--- config.mk ---
export PLATFORM = sky130hd
export DESIGN_NAME = seq_adder
export DESIGN_NICKNAME = d
export VERILOG_FILES = /design/src/rtl/seq_adder.sv
export SDC_FILE = /design/constraint.sdc
export NUM_CORES = 1
export LEC_CHECK = 0
export CAP_MARGIN = 20
export CORE_UTILIZATION = 40
export CTS_CLUSTER_DIAMETER = 150
export DETAILED_ROUTE_END_ITERATION = 6
export PLACE_DENSITY = 0.68
export SYNTH_ARGS = -nofsm -noshare
export SYNTH_HDL_FRONTEND = slang
export SYNTH_SLANG_ARGS = --single-unit
--- constraint.sdc ---
create_clock -name clk -period 3.6 [get_ports clk]
set_clock_uncertainty 0.2 [all_clocks]
set_input_delay 0.9 -clock clk [delete_from_list [all_inputs] [get_ports clk]]
set_output_delay 0.9 -clock clk [all_outputs]
set_load 0.02 [all_outputs]
--- src/rtl/seq_adder.sv ---
// Bit-serial adder: one result bit per clock, LSB first.
// Operands are captured on start; s/c update only when an addition completes.
module seq_adder #(
    parameter int WIDTH = 8
) (
    input  logic             clk,
    input  logic             rst,
    input  logic             start,
    input  logic [WIDTH-1:0] a,
    input  logic [WIDTH-1:0] b,
    input  logic             cin,
    output logic             busy,
    output logic             done,
    output logic [WIDTH-1:0] s,
    output logic             c
);

    localparam int CW = (WIDTH > 1) ? $clog2(WIDTH) : 1;

    // IDLE : waiting for start
    // RUN  : one operand bit per edge, WIDTH edges
    // DONE : results valid, single-cycle done pulse
    typedef enum logic [1:0] {
        IDLE = 2'd0,
        RUN  = 2'd1,
        DONE = 2'd2
    } state_t;

    state_t r_state;
    state_t w_state_next;

    logic [WIDTH-1:0] r_a;
    logic [WIDTH-1:0] r_b;
    logic             r_k;
    logic [WIDTH-1:0] r_sum;
    logic [CW-1:0]    r_cnt;
    logic [WIDTH-1:0] r_s;
    logic             r_c;

    logic             w_half;
    logic             w_bit;
    logic             w_carry_next;
    logic             w_last;
    logic [WIDTH-1:0] w_sum_next;

    // Full adder built as two half-adder stages plus an OR.
    always_comb begin
        w_half       = r_a[0] ^ r_b[0];
        w_bit        = w_half ^ r_k;
        w_carry_next = (r_a[0] & r_b[0]) | (r_k & w_half);
        w_last       = (r_cnt == CW'(WIDTH - 1));
        w_sum_next   = r_sum >> 1;
        w_sum_next[WIDTH-1] = w_bit;
    end

    always_ff @(posedge clk or posedge rst) begin
        if (rst) begin
            r_state <= IDLE;
        end else begin
            r_state <= w_state_next;
        end
    end

    always_comb begin
        w_state_next = r_state;
        busy         = 1'b0;
        done         = 1'b0;
        case (r_state)
            IDLE: begin
                if (start) begin
                    w_state_next = RUN;
                end
            end
            RUN: begin
                busy = 1'b1;
                if (w_last) begin
                    w_state_next = DONE;
                end
            end
            DONE: begin
                done         = 1'b1;
                w_state_next = IDLE;
            end
            default: begin
                w_state_next = IDLE;
            end
        endcase
    end

    always_ff @(posedge clk or posedge rst) begin
        if (rst) begin
            r_a   <= '0;
            r_b   <= '0;
            r_k   <= 1'b0;
            r_sum <= '0;
            r_cnt <= '0;
            r_s   <= '0;
            r_c   <= 1'b0;
        end else if (r_state == IDLE) begin
            if (start) begin
                r_a   <= a;
                r_b   <= b;
                r_k   <= cin;
                r_sum <= '0;
                r_cnt <= '0;
            end
        end else if (r_state == RUN) begin
            r_a   <= r_a >> 1;
            r_b   <= r_b >> 1;
            r_k   <= w_carry_next;
            r_sum <= w_sum_next;
            r_cnt <= r_cnt + CW'(1);
            // Publish only on the final bit so partial sums never reach s/c.
            if (w_last) begin
                r_s <= w_sum_next;
                r_c <= w_carry_next;
            end
        end
    end

    assign s = r_s;
    assign c = r_c;

endmodule

== After elaboration in Yosys (flattened, before gate mapping) ==
Index checks and enable logic that the tools add are counted.
W data, S select, Z words.
Operators by class
  mux-type cells: 20
  multiply operators: 0
  div/mod/pow operators: 0
  $lt $le $gt $ge: 0
  equal/unequal tests: 5
  shift-type cells: 0
  reduce and logical (&&, ||, !) cells: 5
  bitwise gates (word level): 6
  $add $sub $neg: 1
Operators with widths (count)
  $mux W8: 9
  $mux W3: 3
  $mux W1: 5
  $mux W2: 2
  $ne A2 B2 Y1 const B: 2
  $pmux W2 S2: 1
  $reduce_and A2 Y1: 2
  $add A3 B1 Y3 const B: 1
  $eq A3 B3 Y1 const B: 1
  $reduce_and A3 Y1: 1
  $and A1 B1 Y1: 2
  $eq A2 B1 Y1 const B: 1
  $eq A2 B2 Y1 const B: 1
  $logic_not A2 Y1: 1
  $reduce_bool A2 Y1: 1
  $xor A1 B1 Y1: 2
  $not A1 Y1: 1
  $or A1 B1 Y1: 1
Storage, ports and cells
  RAM bits: 0
  latch bits: 0
  bits in read-only memories: 0
  input port bits: 20
  register bits after elaboration: 39
  word-level logic and storage cells: 45
  memories kept: 0

== Longest topological paths before layout ==
  depth after elaboration: 5
  depth in mapped cells: 6
  depth with buffers taken out: 5

== Worst setup path after synthesis ==
OpenSTA, ideal clock, no wires.
  path type: register -> output
  start: reg r_state[1]
  end: out done
  setup slack: 1.524 ns
  required time: 2.500 ns
  arrival: 0.976 ns
  cell stages (with the launch flop): 4
  buffers on the path: 1
  cells stage by stage: dfrtp_1 > inv_1 > buf_2 > nor2_1
On the way
  longest elaborated chain between the ends: 2
RTL lines
  start, declared: line 29  | state_t r_state;
  start signal, assigned: line 60  | r_state <= w_state_next;
  $eq A2 B2 Y1: line 68  | case (r_state)
  $mux W1: line 68
  end, declared: line 13  | output logic done,
Every way passes these cells.

== Worst setup path after layout ==
Same ends and word-level chain as after synthesis.

==> metrics list <==
- The share of total power dissipated in combinational logic is 0.419.
- In the final layout, the share of cells above drive strength 1 is 0.122.
- Highest clock frequency the design can meet: 340 MHz
- Switching portion of total power: 0.362
* Share of synthesized area occupied by flip-flops and latches: 0.542
- Maximum number of pins on one net before global-route repair: 39
- Summed over all nets, the half-perimeter wirelength after detailed placement is 2330 um.
- # diodes: 0
* Count of warnings emitted by yosys: 0
- Final hold slack: 0.308 ns
- In the routed layout, each cell is associated on average with a via count of 5.71.
- In this run the deepest clock path goes through 2 buffers.
* Number of buffers inserted during clock tree synthesis: 5
* Total length of routed met2 wires: 1670 um
- The slowest stage of the critical path is the clkdlybuf4s50_1 cell.
- Layout Area Growth over Synthesis: 21.4%
- Max-cap violations in this run came to 0.
- Synthesis instantiated 22 different standard cells from the library.
- Worst-case headroom to the max-slew limit: 0.507
* Switching component of the power: 643 uW
- Per-instance average area after synthesis: 11.5 um^2
- After the first detailed-routing iteration, the DRC count stood at 95.
- Clock sink count: 38
* CTS tree: yes
- Of the post-synthesis cell area, the dominant cell type holds 0.542.
- Level count of the clock H-tree: 2
* Highest routed layer: met4
- The die is 68.2 um wide.
- Gr usage total: 0.174
- Number of synthesized flops with an enable pin: 0
- Setup violations remaining at the end of the flow were counted as 0.
- Summed over all layers, the global routing overflow is 0.
- Summed over all cells, the static leakage comes to 0.904 nW.
- In this run the worst path has a maximum fanout of 16.
- For this configuration, the core starts out at a cell density of 0.426.
- Reg clk slew, reported paths: 0.07 ns
- The initial antenna violation count came to 0.
- Async set-reset flop share out of synthesis: 1.00
* Max-slew violations: 0
- Internal power comes to 1.13 mW.
- Clock root cell: clkbuf_8
- After detailed routing, the total wire length is 3480 um.
- The flow ran to the end, and the final reports show no timing, DRC or antenna violations.
* Met3 wire length: 220 um
- Sequential share of power: 0.431
* Data required time at the worst endpoint: 2.50 ns
- Met1 layer wirelength in the final routing: 1530 um
- Routability-driven placement finished with a final weighted congestion of 0.809.
- At the pin with the least slew margin, the transition time is 0.737 ns.
* Iteration count of the initial detailed-routing pass: 4
- In the synthesized netlist the dominant register cell turns out to be dfrtp_1.
- Number of synthesized register bits: 38
- For this run, the post-layout net count is 203.
* Fill cell instance count of the final layout: 369
* Post-route DRC: 0
- The critical path is of the register to output port type.
- Dividing the final minimum period by the clock period gives 0.818.
- The number of nets handed over by synthesis was 175.
- I/O Buffers: 30
* Std-Cell Rows: 23
* Post-CTS setup buffer count: 0
- The first global-routing pass estimated 5810 um of wire.
- The worst setup path is launched from a register.
- Power spread over the standard cell area amounts to 833 mW/mm^2.
- Data on the critical path arrives at its endpoint at 1.84 ns.
- The share of total power dissipated in the clock network is 0.150.
* Clock insertion delay at the later pin of the skew report: 0.28 ns
- Worst hold path class: register to register
* Height of the chip: 68.2 um
- Hold-fix buffer count after cts: 0
- The floorplan step defined a core boundary enclosing 0.00412 mm^2.
* Peak ir drop on the vdd network: 0.000255 V
- Post_cts resized: 0
- The largest single stage delay on the critical path is 0.62 ns.
- Setup repair after global routing left no endpoint under its margin.
- IO Count: 31
- After detailed routing, the average wire length per cell comes to 15.1 um.
- The detailed router placed 1314 vias in this run.
* Syn Inst Count: 152
- In this run the remaining antenna-violating nets after routing total 0.
- Yosys top cell by area: dfrtp_1
* Total count of hold-check failures in the final report: 0
* Cell class contributing the biggest share of worst-path delay: buffers and inverters
- Leaving out fill and tap cells, the most frequent cell in the layout is nor3_1.
* Setup TNS: 0 ns
* CP Buf/Inv Count: 2
- STA classifies the critical path endpoint as an output port.
- Walking the worst path, the cells encountered are inv_1 -> nor2_1 -> clkdlybuf4s50_1.
- The library cells used most frequently in the layout, excluding fill and tap cells, are nor3_1 (44), dfrtp_1 (38), clkdlybuf4s50_1 (30).
- By area the synthesized netlist is led by dfrtp_1 (54%), nor3_1 (13%), mux2_4 (7.7%), o22ai_1 (5.3%), a22o_1 (4.5%).
* Number of global-route vias before repair: 1268
* Min Clock Period, post-route: 2.94 ns
- Die Footprint: 0.00465 mm^2
- Post-Syn Area: 0.00175 mm^2
* Post-layout total power: 1.77 mW
==> worst reg2reg max path, cell delays in order (launching register included) <==
cell and delay (ns):
dfrtp_1 0.48, nand2b_4 0.31, inv_6 0.10, nand2_8 0.15, mux2_4 0.31
==> cell families after synthesis <==
family	after synthesis	share of synthesized area
AO/OA/AOI/OAI	30	0.119
buffers and inverters	16	0.0585
adder cells (fa/ha/maj)	3	0.0257
flip-flops	38	0.542
multiplexers	10	0.0827
AND/OR/NAND/NOR	55	0.172
==> per-layer routing <==
layer	global-route usage	vias up
met1	0.213	630
met5	0	-
met2	0.287	65
li1	-	611
met3	0.0550	8
met4	0.0625	0
==> metrics by stage <==
stage                     setup WS [ns]  instances   util  instance area [um^2]
after floorplan                    1.52        152      -                  1750
final                             0.656        230  0.517                  2130
after detailed placement          0.767        223  0.499                  2050
after global routing              0.548        230  0.517                  2130
after CTS                         0.665        230  0.517                  2130
after global placement            0.792        223  0.499                  2050
==> power groups by stage <==
stage	sequential [mW]	combinational, mW	clock [mW]
global placement	0.760	0.721	0
global route	0.792	0.824	0.307
CTS	0.764	0.753	0.280
finish	0.764	0.744	0.266
detailed placement	0.770	0.751	0
floorplan	0.788	0.531	0
==> path summary, 6_finish.rpt <==
check / startpoint / depth (start not counted) / slack [ns] / end
worst max-delay path: r_state[1] / 3 / 0.66 / done
worst min-delay path: r_sum[1] / 1 / 0.31 / r_sum[1]
worst max register to register: r_state[1] / 4 / 1.94 / s[0]
worst min register to register: r_sum[1] / 1 / 0.31 / r_sum[1]
max in group asynchronous: rst / 3 / 2.03 / r_k
min in group asynchronous: rst / 3 / 0.83 / r_b[1]
==> cell usage after synthesis (2+ instances only) <==
cell type and count:
nor3_1 44, dfrtp_1 38, o22ai_1 15, a22o_1 9, mux2_4 9, buf_2 6, o21ai_0 5, inv_1 4
buf_6 3, nand2_1 3, nor2_1 3, buf_4 2, ha_1 2
==> registers in the layout, indices dropped and copies added, names as in the netlist <==
signal	cells
r_a	8
r_sum	7
r_state	2
r_cnt	3
r_k	1
s	8
r_b	8
c	1
==> cell type report <==
cell class	count	area [um^2]	area share
multi-input cells	98	701	0.329
flip-flops and latches	38	951	0.447
repair buffers	32	315	0.148
inverters	5	23.8	0.0112
clock buffers	7	76.3	0.0358
well taps	50	62.6	0.0294
No activity file was read; power rests on OpenSTA's default activity.
